===== src/rtl/io_slave_fabric.sv =====
// I/O slave fabric: decodes CPU I/O and INTA cycles onto NUM_SLAVES address windows,
// inserts per-slave wait states, handshakes on slave_ready with a timeout, and returns read data.
module io_slave_fabric #(
  parameter int unsigned           NUM_SLAVES = 4,
  parameter int unsigned           DATA_WIDTH = 8,
  parameter int unsigned           ADDR_WIDTH = 10,
  parameter int unsigned           WAIT_WIDTH = 4,
  parameter int unsigned           TIMEOUT    = 63,
  parameter int unsigned           INTA_SLAVE = 0,
  parameter logic [DATA_WIDTH-1:0] FILL       = 'hFF
) (
  input  logic                             clock,
  input  logic                             reset,
  input  logic                             cpu_clock_negedge,
  input  logic [19:0]                      ADDRESS,
  input  logic                             IOR_N,
  input  logic                             IOW_N,
  input  logic                             INTA_N,
  input  logic                             DEN_N,
  input  logic [NUM_SLAVES*ADDR_WIDTH-1:0] slave_base,
  input  logic [NUM_SLAVES*ADDR_WIDTH-1:0] slave_mask,
  input  logic [NUM_SLAVES*WAIT_WIDTH-1:0] slave_waits,
  input  logic [NUM_SLAVES-1:0]            slave_ready,
  input  logic [NUM_SLAVES*DATA_WIDTH-1:0] slave_rdata,
  output logic [NUM_SLAVES-1:0]            slave_cs_n,
  output logic [DATA_WIDTH-1:0]            DATA_OUT,
  output logic                             RDY,
  output logic                             bus_error
);

  localparam int unsigned SW = (NUM_SLAVES > 1) ? $clog2(NUM_SLAVES) : 1;
  localparam int unsigned TW = (TIMEOUT > 0) ? $clog2(TIMEOUT + 1) : 1;
  localparam logic [TW-1:0] TMAX = TW'(TIMEOUT);

  localparam logic [1:0] S_IDLE = 2'd0;
  localparam logic [1:0] S_WAIT = 2'd1;
  localparam logic [1:0] S_HOLD = 2'd2;

  logic [1:0]            state;
  logic                  strobe, strobe_q, start, illegal;
  logic                  hit;
  logic [SW-1:0]         sel_d, sel;
  logic                  cyc_read;
  logic [WAIT_WIDTH-1:0] wcnt;
  logic [TW-1:0]         tcnt;
  logic [DATA_WIDTH-1:0] rdata_q;
  logic                  unused_addr;

  logic [ADDR_WIDTH-1:0] base_a  [NUM_SLAVES];
  logic [ADDR_WIDTH-1:0] mask_a  [NUM_SLAVES];
  logic [WAIT_WIDTH-1:0] waits_a [NUM_SLAVES];
  logic [DATA_WIDTH-1:0] rdata_a [NUM_SLAVES];

  assign unused_addr = ^ADDRESS;

  always_comb begin
    for (int unsigned i = 0; i < NUM_SLAVES; i++) begin
      base_a[i]  = slave_base[i*ADDR_WIDTH +: ADDR_WIDTH];
      mask_a[i]  = slave_mask[i*ADDR_WIDTH +: ADDR_WIDTH];
      waits_a[i] = slave_waits[i*WAIT_WIDTH +: WAIT_WIDTH];
      rdata_a[i] = slave_rdata[i*DATA_WIDTH +: DATA_WIDTH];
    end
  end

  assign strobe  = ~IOR_N | ~IOW_N | ~INTA_N;
  assign start   = strobe & ~strobe_q;
  assign illegal = ~IOR_N & ~IOW_N;

  // Simultaneous read and write strobes never select a slave; INTA overrides address decode.
  always_comb begin
    hit   = 1'b0;
    sel_d = '0;
    if (!illegal) begin
      if (!INTA_N) begin
        hit   = 1'b1;
        sel_d = SW'(INTA_SLAVE);
      end else begin
        for (int unsigned i = 0; i < NUM_SLAVES; i++) begin
          if (!hit && ((ADDRESS[ADDR_WIDTH-1:0] & mask_a[i]) == (base_a[i] & mask_a[i]))) begin
            hit   = 1'b1;
            sel_d = SW'(i);
          end
        end
      end
    end
  end

  always_ff @(posedge clock) begin
    if (reset) begin
      state     <= S_IDLE;
      strobe_q  <= 1'b0;
      sel       <= '0;
      cyc_read  <= 1'b0;
      wcnt      <= '0;
      tcnt      <= '0;
      rdata_q   <= FILL;
      bus_error <= 1'b0;
    end else begin
      strobe_q  <= strobe;
      bus_error <= 1'b0;
      case (state)
        S_IDLE: begin
          if (start) begin
            if (illegal) begin
              bus_error <= 1'b1;
            end else if (hit) begin
              state    <= S_WAIT;
              sel      <= sel_d;
              cyc_read <= ~IOR_N | ~INTA_N;
              wcnt     <= waits_a[sel_d];
              tcnt     <= '0;
            end
          end
        end
        S_WAIT: begin
          // Abort wins over completion; completion is checked every clock, counting only on ticks.
          if (!strobe) begin
            state <= S_IDLE;
          end else if (wcnt == '0 && slave_ready[sel]) begin
            state <= S_HOLD;
            if (cyc_read) rdata_q <= rdata_a[sel];
          end else if (tcnt == TMAX) begin
            state     <= S_HOLD;
            bus_error <= 1'b1;
            rdata_q   <= FILL;
          end else if (cpu_clock_negedge) begin
            if (wcnt != '0) wcnt <= wcnt - 1'b1;
            else            tcnt <= tcnt + 1'b1;
          end
        end
        S_HOLD: begin
          if (!strobe) state <= S_IDLE;
        end
        default: state <= S_IDLE;
      endcase
    end
  end

  always_comb begin
    slave_cs_n = '1;
    if (state != S_IDLE) slave_cs_n[sel] = 1'b0;
  end

  assign RDY      = (state != S_WAIT);
  assign DATA_OUT = (state == S_HOLD && !DEN_N && cyc_read) ? rdata_q : FILL;

endmodule

===== config.mk =====
export PLATFORM = sky130hd
export DESIGN_NAME = io_slave_fabric
export DESIGN_NICKNAME = d
export VERILOG_FILES = /design/src/rtl/io_slave_fabric.sv
export SDC_FILE = /design/constraint.sdc
export NUM_CORES = 1
export LEC_CHECK = 0
export BUFFER_PORTS_ARGS = -buffer_cell sky130_fd_sc_hd__buf_2
export CORE_MARGIN = 10
export CORE_UTILIZATION = 25
export DETAILED_ROUTE_END_ITERATION = 16
export PLACE_DENSITY = 0.6
export SKIP_LAST_GASP = 1
export SYNTH_ARGS = -nofsm -noshare
export SYNTH_HDL_FRONTEND = slang
export SYNTH_SLANG_ARGS = --single-unit

===== constraint.sdc =====
create_clock -name clock -period 4.7 [get_ports clock]
set_clock_uncertainty 0.1 [all_clocks]
set_input_delay 0.47 -clock clock [delete_from_list [all_inputs] [get_ports clock]]
set_output_delay 0.47 -clock clock [all_outputs]
set_load 0.02 [all_outputs]

==> impl_metrics.env <==
export IMPL_grt_pass1_vias=2891
export IMPL_seq_area_sq_um=500
export IMPL_layout_min_cycle_time_ps=3190
export IMPL_cp_top_family="simple AND/OR/NAND/NOR gates"
export IMPL_cp_cell_sequence="mux4_2 > nand2_2 > a31oi_1 > nor3_1 > o31ai_1 > or4_1 > o311ai_1"
export IMPL_hold_path_class="input port to flip-flop"
export IMPL_synth_edf_count=0
export IMPL_vdd_drop_max_mv=0.0800
export IMPL_die_x_microns=115
export IMPL_clk_latency_ps=260
export IMPL_worst_r2r_path_depth=7
export IMPL_ys_async_sr_fraction_pct=0
export IMPL_cap_violations=0
export IMPL_synthesis_nets=426
export IMPL_gr_total_overflow=0
export IMPL_clkTransAtPathRegs_ps=90
export IMPL_worstSetupEndpointType="flip-flop"
export IMPL_fin_total_pwr_mw=0.612
export IMPL_dr_pass1_iters=6
export IMPL_vias=2624
export IMPL_antenna_found_initial=0
export IMPL_drive_gt1_share_pct=43.9
export IMPL_met2WireLength_microns=4820
export IMPL_cts_root_buf="clkbuf_8"
export IMPL_start_util_pct=25.9
export IMPL_post_cts_buffers=0
export IMPL_ys_warn_count=0
export IMPL_slowest_delay_ps=850
export IMPL_final_period_utilization_pct=67.9
export IMPL_critPathKind="flip-flop to flip-flop"
export IMPL_reg2reg_from="sel[0]$_SDFFE_PP0P_"
export IMPL_ys_ff_latch=25
export IMPL_numCtsBuffers=3
export IMPL_syn_area_per_cell_sq_um=8.56
export IMPL_setup_violations=0
export IMPL_wl_met3_microns=1020
export IMPL_htree_num_levels=1
export IMPL_synth_cell_types=47
export IMPL_cts_tree="done"
export IMPL_synth_top_cell_by_area="dfxtp_1"
export IMPL_cts_resized=0
export IMPL_clockBufferDepth=2
export IMPL_grt_pass1_wl_microns=14300
export IMPL_crit_arrival_ps=3260
export IMPL_hold_viol=0
export IMPL_holdCritStartpoint="INTA_N"
export IMPL_relSlewSlack_pct=10.6
export IMPL_powerDensity_nw_per_um2=190
export IMPL_crit_required_ps=4770
export IMPL_wl_microns=9310
export IMPL_hold_buffers=0
export IMPL_cts_sinks=25
export IMPL_worst_path_stages=7
export IMPL_die_h_microns=115
export IMPL_rsz0062_at_grt="false"
export IMPL_antenna_cells=0
export IMPL_viasPerCell=4.96
export IMPL_nets=583
export IMPL_drc_errors=0
export IMPL_timing_hold_ws_ps=380
export IMPL_synth_most_common_cell="xor2_1"
export IMPL_critPathLaunchType="flip-flop"
export IMPL_status="complete, no violations"
export IMPL_yosys_area_top_type_share_pct=22.1
export IMPL_drt_iter0_drc=77
export IMPL_critPathLaunch="sel[0]$_SDFFE_PP0P_"
export IMPL_n_fill_cell=947
export IMPL_hold_depth=2
export IMPL_fmax_ghz=0.313
export IMPL_multiInputGateArea_sq_um=1700
export IMPL_tightestPinTransition_ps=1330
export IMPL_syn2layout_area_growth_pct=41.9
export IMPL_antenna_left=0
export IMPL_ys_seq_area_share_pct=22.1
export IMPL_finalMaxSlewViolations=0
export IMPL_ys_flop_type="dfxtp_1"
export IMPL_yosys_top_cells_count="40 x xor2_1, 31 x nor2_1, 25 x dfxtp_1, 15 x a22oi_1"
export IMPL_port_buffers=162
export IMPL_row_count=34
export IMPL_stdcell_area_sq_um=3220
export IMPL_p_leak_nw=1.45
export IMPL_place_area_sq_um=3170
export IMPL_grt_max_degree=25
export IMPL_io_pins=173
export IMPL_fin_tns_setup_ps=0
export IMPL_synth_area_top_cells="dfxtp_1 22%, xor2_1 15%, mux4_2 8.9%"
export IMPL_dieArea_sq_um=13300
export IMPL_place_congestion=0.876
export IMPL_top_layer_used="met4"
export IMPL_crit_buf_inv=0
export IMPL_drt_met1_wl_microns=3370
export IMPL_synthCells=265
export IMPL_regToRegSetupSlack_ps=1510
export IMPL_endpoint="wcnt[0]$_SDFFE_PP0P_"
export IMPL_core_area_sq_um=8760
export IMPL_critPathSlowestCell="dfxtp_1"
export IMPL_wl_per_cell_microns=17.6
export IMPL_dp_hpwl_microns=8210
export IMPL_crit_fanout=14
export IMPL_rr_endpoint="wcnt[0]$_SDFFE_PP0P_"
export IMPL_syn_area_sq_um=2270
export IMPL_grtUsageTotal_pct=13.3
-- layout by cell type (no fill, tap or decap), types with 9 or more instances in the layout --
cell and instances:
buf_2 162, xor2_1 40, nor2_1 31, dfxtp_1 25, a22oi_1 15, nand2_1 11
nor3_1 11, o21bai_1 10, nand2b_1 9, mux4_2 9, nor4_1 9
-- per-layer routing --
metal | global-route usage (%) | vias up
met1 | 13.6 | 1182
met3 | 5.42 | 6
met5 | 0 | -
met4 | 3.80 | 0
met2 | 24.2 | 139
li1 | - | 1297
-- per-stage QoR --
| stage | std cells | setup WS (ps) | util [%] |
|---|---|---|---|
| 5_1_grt | 529 | 1180 | 36.7 |
| 4_1_cts | 529 | 1450 | 36.7 |
| 2_1_floorplan | 265 | 2360 | - |
| 6_report | 529 | 1510 | 36.7 |
| 3_5_place_dp | 525 | 1480 | 36.2 |
| 3_3_place_gp | 525 | 1600 | 36.2 |
-- layout make-up --
class | instances | area share, %
Multi-Input combinational cell | 224 | 53.0
Timing Repair Buffer | 162 | 25.2
Sequential cell | 25 | 15.6
Tap cell | 108 | 4.20
Clock buffer | 4 | 1.40
Inverter | 6 | 0.700
-- power by group --
| part | internal [mW] | switching [mW] |
|---|---|---|
| sequential | 0.222 | 0.0121 |
| combinational | 0.118 | 0.132 |
| clock | 0.0606 | 0.0676 |
-- worst min-delay path by stage --
stage	to	slack (ps)
after global placement	rdata_q[3]$_SDFFE_PP1P_	370
final	cyc_read$_SDFFE_PP0P_	380
after CTS	cyc_read$_SDFFE_PP0P_	370
after global routing	cyc_read$_SDFFE_PP0P_	380
after floorplan	rdata_q[6]$_SDFFE_PP1P_	360
after detailed placement	rdata_q[4]$_SDFFE_PP1P_	390
-- state kept, by name, indices dropped and copies added (netlist names) --
register / cells
tcnt: 6
rdata_q: 8
wcnt: 4
state: 2
cyc_read: 1
strobe_q: 1
bus_error: 1
sel: 2
-- cell families (layout without fill, tap and decap cells) --
family / Yosys count / after routing / share of synthesized area (%)
AO/OA/AOI/OAI: 62 / 62 / 21.1
XOR/XNOR: 45 / 45 / 17.4
adder cells (fa/ha/maj): 2 / 2 / 1.10
buffers and inverters: 16 / 172 / 2.81
flip-flops: 25 / 25 / 22.1
multiplexers: 17 / 17 / 12.7
AND/OR/NAND/NOR: 98 / 98 / 22.8
Note: power is estimated with default switching activity, not from simulation.
